File: src/rtl/buffer_dispatcher.sv
// Pops entries from an upstream circular buffer and presents them one at a time
// to a valid/ready consumer, while tracking how many entries are still queued.
module buffer_dispatcher #(
    parameter int  size = 16,
    parameter type T    = logic [31:0]
) (
    input  logic                    clk,
    input  logic                    rst,
    input  logic                    push_seen,
    input  logic                    flush,
    output logic                    pop_buffer,
    input  T                        buffer_data,
    output logic                    out_valid,
    output T                        out_data,
    input  logic                    out_ready,
    output logic [$clog2(size):0]   count,
    output logic                    drained,
    output logic                    overflow_err
);

    localparam int CW = $clog2(size) + 1;
    localparam logic [CW-1:0] FULL = CW'(size);

    typedef enum logic [1:0] {
        IDLE,
        POP,
        WAIT,
        HOLD
    } state_t;

    state_t state;
    logic   popping;

    assign popping = (state == POP);
    assign drained = (count == '0) && (state == IDLE);

    // pop_buffer and out_valid are registered alongside the state so that
    // they exactly track POP and HOLD.
    always_ff @(posedge clk or posedge rst) begin
        if (rst) begin
            state        <= IDLE;
            count        <= '0;
            pop_buffer   <= 1'b0;
            out_valid    <= 1'b0;
            out_data     <= '0;
            overflow_err <= 1'b0;
        end else if (flush) begin
            state      <= IDLE;
            count      <= '0;
            pop_buffer <= 1'b0;
            out_valid  <= 1'b0;
            out_data   <= '0;
        end else begin
            pop_buffer <= 1'b0;

            unique case ({push_seen, popping})
                2'b10: begin
                    if (count == FULL)
                        overflow_err <= 1'b1;
                    else
                        count <= count + 1'b1;
                end
                2'b01:   count <= count - 1'b1;
                default: ;
            endcase

            // Transitions look at count before this edge's update.
            unique case (state)
                IDLE: begin
                    if (count != '0) begin
                        state      <= POP;
                        pop_buffer <= 1'b1;
                    end
                end
                POP: begin
                    state <= WAIT;
                end
                WAIT: begin
                    state     <= HOLD;
                    out_valid <= 1'b1;
                    out_data  <= buffer_data;
                end
                HOLD: begin
                    if (out_ready) begin
                        out_valid <= 1'b0;
                        if (count != '0) begin
                            state      <= POP;
                            pop_buffer <= 1'b1;
                        end else begin
                            state <= IDLE;
                        end
                    end
                end
                default: begin
                    state      <= IDLE;
                    out_valid  <= 1'b0;
                end
            endcase
        end
    end

endmodule
File: config.mk
export PLATFORM = sky130hd
export DESIGN_NAME = buffer_dispatcher
export DESIGN_NICKNAME = d
export VERILOG_FILES = /design/src/rtl/buffer_dispatcher.sv
export SDC_FILE = /design/constraint.sdc
export NUM_CORES = 1
export LEC_CHECK = 0
export ABC_AREA = 1
export BUFFER_PORTS_ARGS = -buffer_cell sky130_fd_sc_hd__buf_2
export CAP_MARGIN = 20
export CORE_MARGIN = 2
export CORE_UTILIZATION = 42
export CTS_BUF_LIST = sky130_fd_sc_hd__clkbuf_4
export DETAILED_ROUTE_END_ITERATION = 10
export PLACE_DENSITY = 0.67
export SKIP_CTS_REPAIR_TIMING = 1
export SKIP_LAST_GASP = 1
export SLEW_MARGIN = 15
export SYNTH_ARGS = -nofsm -noshare
export SYNTH_HDL_FRONTEND = slang
export SYNTH_SLANG_ARGS = --single-unit
File: constraint.sdc
create_clock -name clk -period 4.4 [get_ports clk]
set_input_delay 0.44 -clock clk [delete_from_list [all_inputs] [get_ports clk]]
set_output_delay 0.44 -clock clk [all_outputs]
set_load 0.05 [all_outputs]
After elaboration in Yosys (flattened, before gate mapping)
Cells that the tools add are included.
{"block": "classes", "n_addsub": 2, "eq_ne": 9, "n_mux": 17, "bitwise": 1, "n_reduce_logical": 11}
{"op": "$mux 32", "n": 2}
{"op": "$mux 5", "n": 2}
{"op": "$pmux 5 s2", "n": 1}
{"op": "$pmux 2 s4", "n": 1}
{"op": "$eq 2x2->1 const B", "n": 3}
{"op": "$mux 1", "n": 6}
{"op": "$mux 2", "n": 3}
{"op": "$ne 3x3->1 const B", "n": 2}
{"op": "$reduce_and 2->1", "n": 3}
{"op": "$reduce_bool 3->1", "n": 2}
{"op": "$add 5x1->5 const B", "n": 1}
{"op": "$eq 5x5->1 const B", "n": 1}
{"op": "$logic_not 5->1", "n": 1}
{"op": "$reduce_bool 5->1", "n": 1}
{"op": "$sub 5x1->5 const B", "n": 1}
{"op": "$eq 2x1->1 const B", "n": 2}
{"op": "$pmux 1 s2", "n": 2}
{"op": "$ne 3x2->1 const B", "n": 1}
{"op": "$reduce_and 3->1", "n": 1}
{"op": "$logic_not 2->1", "n": 1}
{"op": "$reduce_bool 2->1", "n": 1}
{"op": "$logic_and 1x1->1", "n": 1}
{"op": "$not 1->1", "n": 1}
{"block": "word_totals", "register_bits": 42, "out_inout_bits": 41, "word_cells": 46}

Logic depth before layout (Yosys ltp)
Gate-level depths: netlist of run 1.
{"block": "depth", "ltp_word": 5, "ltp_mapped": 14, "depth_no_buf": 14}

Worst setup path before layout of run 1
OpenSTA, ideal clock, no wires.
{"block": "synth_path", "path_kind": "reg-to-output", "startpoint": "register count[0]", "endpoint": "output port drained", "arrival_ps": 1792, "t_required_ps": 3960, "setup_slack_ps": 2168, "stages_incl_launch_ff": 5, "path_buffers": 0, "path_cell_list": "dfrtp_1 > or2_4 > nor3_4 > inv_2 > nor2_1"}
{"block": "synth_via", "elab_chain_len": 2}
{"element": "from (decl)", "line_no": "16", "text": "output logic [$clog2(size):0] count,"}
{"element": "from (signal assigned)", "line_no": "61", "text": "count <= count + 1'b1;"}
{"element": "from (signal assigned)", "line_no": "63", "text": "2'b01: count <= count - 1'b1;"}
{"element": "$logic_not 5->1", "line_no": "35", "text": "assign drained = (count == '0) && (state == IDLE);"}
{"element": "$logic_and 1x1->1", "line_no": "35"}
{"element": "to (decl)", "line_no": "17", "text": "output logic drained,"}
No other way between the ends.

Worst setup path after layout of run 1
Ends and elaborated chain as after synthesis.

==> impl_metrics.env, run 1 <==
export IMPL_outcome="finished clean"
export IMPL_worstMarginPinSlew_ns=0.601
export IMPL_diodes=0
export IMPL_globalplace_congestion=0.882
export IMPL_skew_ns=0.0111
export IMPL_synth_edff_count=0
export IMPL_finalHoldViolCount=0
export IMPL_cts_buffers=5
export IMPL_dp_hpwl_um=3300
export IMPL_mostFrequentLayoutCell="buf_2"
export IMPL_rsz0062_at_grt="false"
export IMPL_ys_flop_type="dfrtp_1"
export IMPL_power_leakage_uw=0.00137
export IMPL_yosys_area_top_type="dfrtp_1"
export IMPL_async_flop_share_pct=100
export IMPL_avgSynthCellArea_um2=8.48
export IMPL_final_antenna_net_count=0
export IMPL_synth_seq_cells=42
export IMPL_total_power_uw=1650
export IMPL_period_share_pct=49.4
export IMPL_yosysWarnings=0
export IMPL_yosysTopAreaCellShare_pct=51.2
export IMPL_drt_iter0_markers=85
export IMPL_netlist_instances=242
export IMPL_worst_ir_drop_vdd_mv=0.334
export IMPL_r2r_cells=6
export IMPL_synth_area_mm2=0.00205
export IMPL_min_path_type="input pin to asynchronous set/reset pin"
export IMPL_setup_violations=0
export IMPL_final_cell_mix="buf_2 (77), inv_1 (43), dfrtp_1 (42)"
export IMPL_wl_um=4660
export IMPL_path_max_fanout=7
export IMPL_cts_root_buf="clkbuf_4"
export IMPL_crit_arrival_ns=1.73
export IMPL_grt_pass1_vias=1569
export IMPL_antenna_found_initial=0
export IMPL_wl_per_cell_um=12.1
export IMPL_final_nets=361
export IMPL_num_rows=25
export IMPL_r2r_end="out_data[31]"
export IMPL_grt_max_degree=43
export IMPL_p_per_area_mw_per_mm2=634
export IMPL_drive_gt1_share_pct=32.9
export IMPL_clk_latency_ns=0.34
export IMPL_reg2reg_from="state[0]"
export IMPL_tns_ns=0
export IMPL_cts_path_max_buffers=2
export IMPL_die_h_um=73.9
export IMPL_rrSetupSlack_ns=2.42
export IMPL_firstDrtPassIters=4
export IMPL_netlist_cell_type_count=29
export IMPL_vias=1798
export IMPL_yosysSeqAreaShare_pct=51.2
export IMPL_required_ns=3.96
export IMPL_critPathKind="flop to output port"
export IMPL_cap_violations=0
export IMPL_grt_pass1_wl_um=7290
export IMPL_coreArea_mm2=0.00472
export IMPL_tritoncts="done"
export IMPL_h_tree_depth=2
export IMPL_report_final_slew_viol_count=0
export IMPL_relSlewSlack_pct=60.0
export IMPL_clkSlewWorstSetupHoldPaths_ns=0.13
export IMPL_area_delta_synth_final_pct=26.7
export IMPL_cts_sinks=42
export IMPL_viasPerCell=4.66
export IMPL_end_kind="output port"
export IMPL_port_buffers=77
export IMPL_initial_utilization_pct=43.5
export IMPL_fmax_mhz=460
export IMPL_route_detailed_drc=0
export IMPL_grt_overflow=0
export IMPL_startpoint_type="flop"
export IMPL_synth_area_leaders="dfrtp_1 (51%), nand3_1 (10%), inv_1 (8.0%), o21ai_1 (7.6%), nand2_1 (5.5%)"
export IMPL_syn_nets=285
export IMPL_grtUsageTotal_pct=17.2
export IMPL_die_area_mm2=0.00546
export IMPL_ios=78
export IMPL_fin_crit_ns=2.17
export IMPL_die_w_um=73.9
## worst max-delay path, stage by stage (launching register included)
cell	delay [ns]
dfrtp_1	0.48
or2_4	0.29
nor3_4	0.18
inv_2	0.06
nor2_1	0.11
buf_2	0.28
## cell families after synthesis
logic type / Yosys count / share of synthesized area, %
DFF: 42 / 51.2
buffers and inverters: 62 / 12.1
AOI/OAI and AO/OA: 41 / 10.4
xor gates and xnor gates: 2 / 0.853
and+or+nand+nor: 89 / 21.8
adders and majority gates: 6 / 3.66
## flip-flops by register name, summed over array words and instances (netlist names)
| name | flops |
|---|---|
| state | 2 |
| out_data | 32 |
| count | 5 |
| pop_buffer | 1 |
| overflow_err | 1 |
| out_valid | 1 |
## synthesized netlist by cell type, types with 2 or more instances
cell / count
nand3_1: 41
inv_2: 7
ha_1: 6
o21ai_1: 31
nor2_1: 5
nand2_2: 3
a21oi_1: 2
o21ai_0: 5
buf_2: 7
dfrtp_1: 42
buf_1: 3
nand2_1: 30
inv_1: 44
## per-stage QoR
step,cell area [um^2],util [%],hold WS [ns],setup WS [ns],instances
2_1_floorplan,2050,-,0.534,2.17,242
3_3_place_gp,2480,52.5,0.443,2.20,377
3_5_place_dp,2480,52.5,0.449,2.15,377
4_1_cts,2590,54.8,0.203,2.10,385
5_1_grt,2600,55.1,0.240,2.13,386
6_report,2600,55.1,0.201,2.23,386
## per-layer routing
layer	vias to the layer above	share of wire, %	GRT usage, %
met4	0	0.62	4.65
met5	-	0	0
met1	832	47	23.3
li1	921	-	-
met3	2	4.5	4.12
met2	43	48	27.7
## power by group
part	switching, uW	total [uW]	internal, uW
Sequential	64.5	529	465
Combinational	593	812	219
Clock	130	307	178
Total	787	1650	862
## worst max-delay path by stage
stage | startpoint | endpoint | slack [ns] | cells after the start
final | count[0] | drained | 2.23 | 5
after global routing | count[0] | drained | 2.13 | 5
after global placement | state[0] | out_data[1] | 2.20 | 5
after detailed placement | state[0] | out_data[1] | 2.15 | 5
after floorplan | count[0] | drained | 2.17 | 4
after CTS | state[0] | out_data[0] | 2.10 | 5
## cell type report
class	count	area (um^2)
Tap cell	67	83.8
Sequential cell	42	1050
Clock inverter	3	68.8
Inverter	51	191
Clock buffer	5	37.5
Fill cell	461	2120
Multi-Input combinational cell	138	753
Timing Repair Buffer	80	415
(Power assumes the default switching activity.)
==> run 2, diff against run 1 <==
PLACE_DENSITY = 0.7   (was 0.67)
clock period = 2 ns   (was 4.4 ns; I/O delays follow)
==> run 2 against run 1 <==
Effect of this change: non-clock buffer count up 2; via count is 1.0% higher; critical path depth unchanged; global-route usage decreased by 0.37 points; core utilization is 0.42 points higher; largest cell class unchanged; largest power group unchanged.
==> impl_metrics.env, run 2 (same netlist as run 1, synthesis figures left out) <==
export IMPL_outcome="finished clean"
export IMPL_skew_ns=0.00691
export IMPL_required_ns=1.80
export IMPL_critical_path_cell_chain="or2_4 -> nor3_4 -> inv_2 -> nor2_1 -> clkbuf_4"
export IMPL_cpPeakStageDelay_ns=0.49
export IMPL_period_share_pct=95.3
export IMPL_cts_sinks=42
export IMPL_firstDrtPassIters=4
export IMPL_wl_per_cell_um=11.7
export IMPL_final_antenna_net_count=0
export IMPL_vias=1816
export IMPL_regArea_mm2=0.00105
export IMPL_antenna_found_initial=0
export IMPL_crit_buf_inv=2
export IMPL_clkSlewWorstSetupHoldPaths_ns=0.12
export IMPL_h_tree_depth=2
export IMPL_area_delta_synth_final_pct=27.7
export IMPL_fin_crit_ns=1.91
export IMPL_rsz0062_at_grt="false"
export IMPL_clk_latency_ns=0.34
export IMPL_cts_path_max_buffers=2
export IMPL_num_rows=25
export IMPL_grt_overflow=0
export IMPL_top_register="out_data"
export IMPL_die_h_um=73.9
export IMPL_finalHoldViolCount=0
export IMPL_total_power_uw=3610
export IMPL_ios=78
export IMPL_cts_buffers=5
export IMPL_route_detailed_drc=0
export IMPL_startpoint_type="flop"
export IMPL_wl_um=4520
export IMPL_end_kind="output port"
export IMPL_viasPerCell=4.68
export IMPL_grtUsageTotal_pct=16.8
export IMPL_worst_ir_drop_vdd_mv=0.893
export IMPL_power_leakage_uw=0.00138
export IMPL_die_w_um=73.9
export IMPL_path_max_fanout=7
export IMPL_critPathKind="flop to output port"
export IMPL_cp_top_family="simple AND/OR/NAND/NOR gates"
export IMPL_grt_max_degree=34
export IMPL_die_area_mm2=0.00546
export IMPL_setup_violations=0
export IMPL_grt_pass1_vias=1650
export IMPL_tns_ns=0
export IMPL_coreArea_mm2=0.00472
export IMPL_diodes=0
export IMPL_report_final_slew_viol_count=0
export IMPL_port_buffers=77
export IMPL_multiInputGateArea_um2=753
export IMPL_drt_iter0_markers=86
export IMPL_tritoncts="done"
export IMPL_fmax_mhz=525
export IMPL_largest_reg_flops=32
export IMPL_dp_hpwl_um=3260
export IMPL_cap_violations=0
export IMPL_final_cell_mix="buf_2 (76), inv_1 (43), dfrtp_1 (42)"
export IMPL_initial_utilization_pct=43.5
export IMPL_worstMarginPinSlew_ns=0.694
export IMPL_relSlewSlack_pct=53.5
export IMPL_drive_gt1_share_pct=32.7
export IMPL_globalplace_congestion=0.835
export IMPL_grt_pass1_wl_um=7200
export IMPL_largestRegisters="out_data (32), count (5), state (2)"
export IMPL_final_nets=363
export IMPL_mostFrequentLayoutCell="buf_2"
export IMPL_min_path_type="input pin to flop"
export IMPL_fillers=440
export IMPL_cts_root_buf="clkbuf_4"
export IMPL_crit_arrival_ns=1.71
export IMPL_crit_slowest_cell="dfrtp_1"
export IMPL_p_per_area_mw_per_mm2=1380
==> run 2: changes by cell type in the layout (fill, tap and decap cells not counted), sizes merged <==
cell / change
clkbuf: +1
dlygate4sd3: +1
==> run 2: area by class of cell <==
type	count	share of cell area, %
clock buffer	5	1.43
clock inverter	3	2.43
inverter	51	7.30
multi-input combinational	138	28.7
sequential	42	40.1
tap	67	3.20
timing repair buffer	82	16.8
==> run 2: layer usage <==
metal / global-route usage (%) / vias to the layer above / wire, um
li1: - / 923 / -
met1: 22.6 / 826 / 2250
met2: 26.5 / 60 / 1920
met3: 4.39 / 7 / 296
met4: 5.66 / 0 / 57
met5: 0 / - / 0
==> run 2: worst reg2reg max path, cell delays in order (launching register included) <==
cell	delay (ns)
dfrtp_1	0.43
inv_1	0.11
ha_1	0.24
nand2_2	0.11
nand2_1	0.09
nand2_1	0.06
inv_2	0.05
ha_1	0.13
inv_1	0.04
nand2_1	0.09
nand4_1	0.11
nand2_1	0.08
nand2_1	0.04
nand3_1	0.07
nand2_1	0.05
==> run 2: path summary, 6_finish.rpt <==
check,from,end,slack (ns),cells after the start
max,count[0],drained,0.09,5
min,out_ready,out_valid,0.06,2
max reg2reg,state[1],count[4],0.20,14
min reg2reg,overflow_err,overflow_err,0.48,2
max in group asynchronous,rst,out_data[10],1.08,4
min in group asynchronous,rst,out_data[23],0.41,3
==> run 2: stage by stage <==
stage	std cells	hold WS, ns	area (um^2)	worst slack, ns	util, %
after global placement	379	0.248	2510	0.276	53.1
after floorplan	242	0.294	2050	0.00780	-
after detailed placement	379	0.246	2510	0.209	53.1
after global routing	388	0.0508	2620	0.00315	55.5
final	388	0.0553	2620	0.0936	55.5
after CTS	387	-0.147	2610	0.0454	55.2
==> run 2: where the power goes <==
part	internal [uW]	switching, uW
Combinational	489	1300
Clock	385	266
Sequential	1020	147
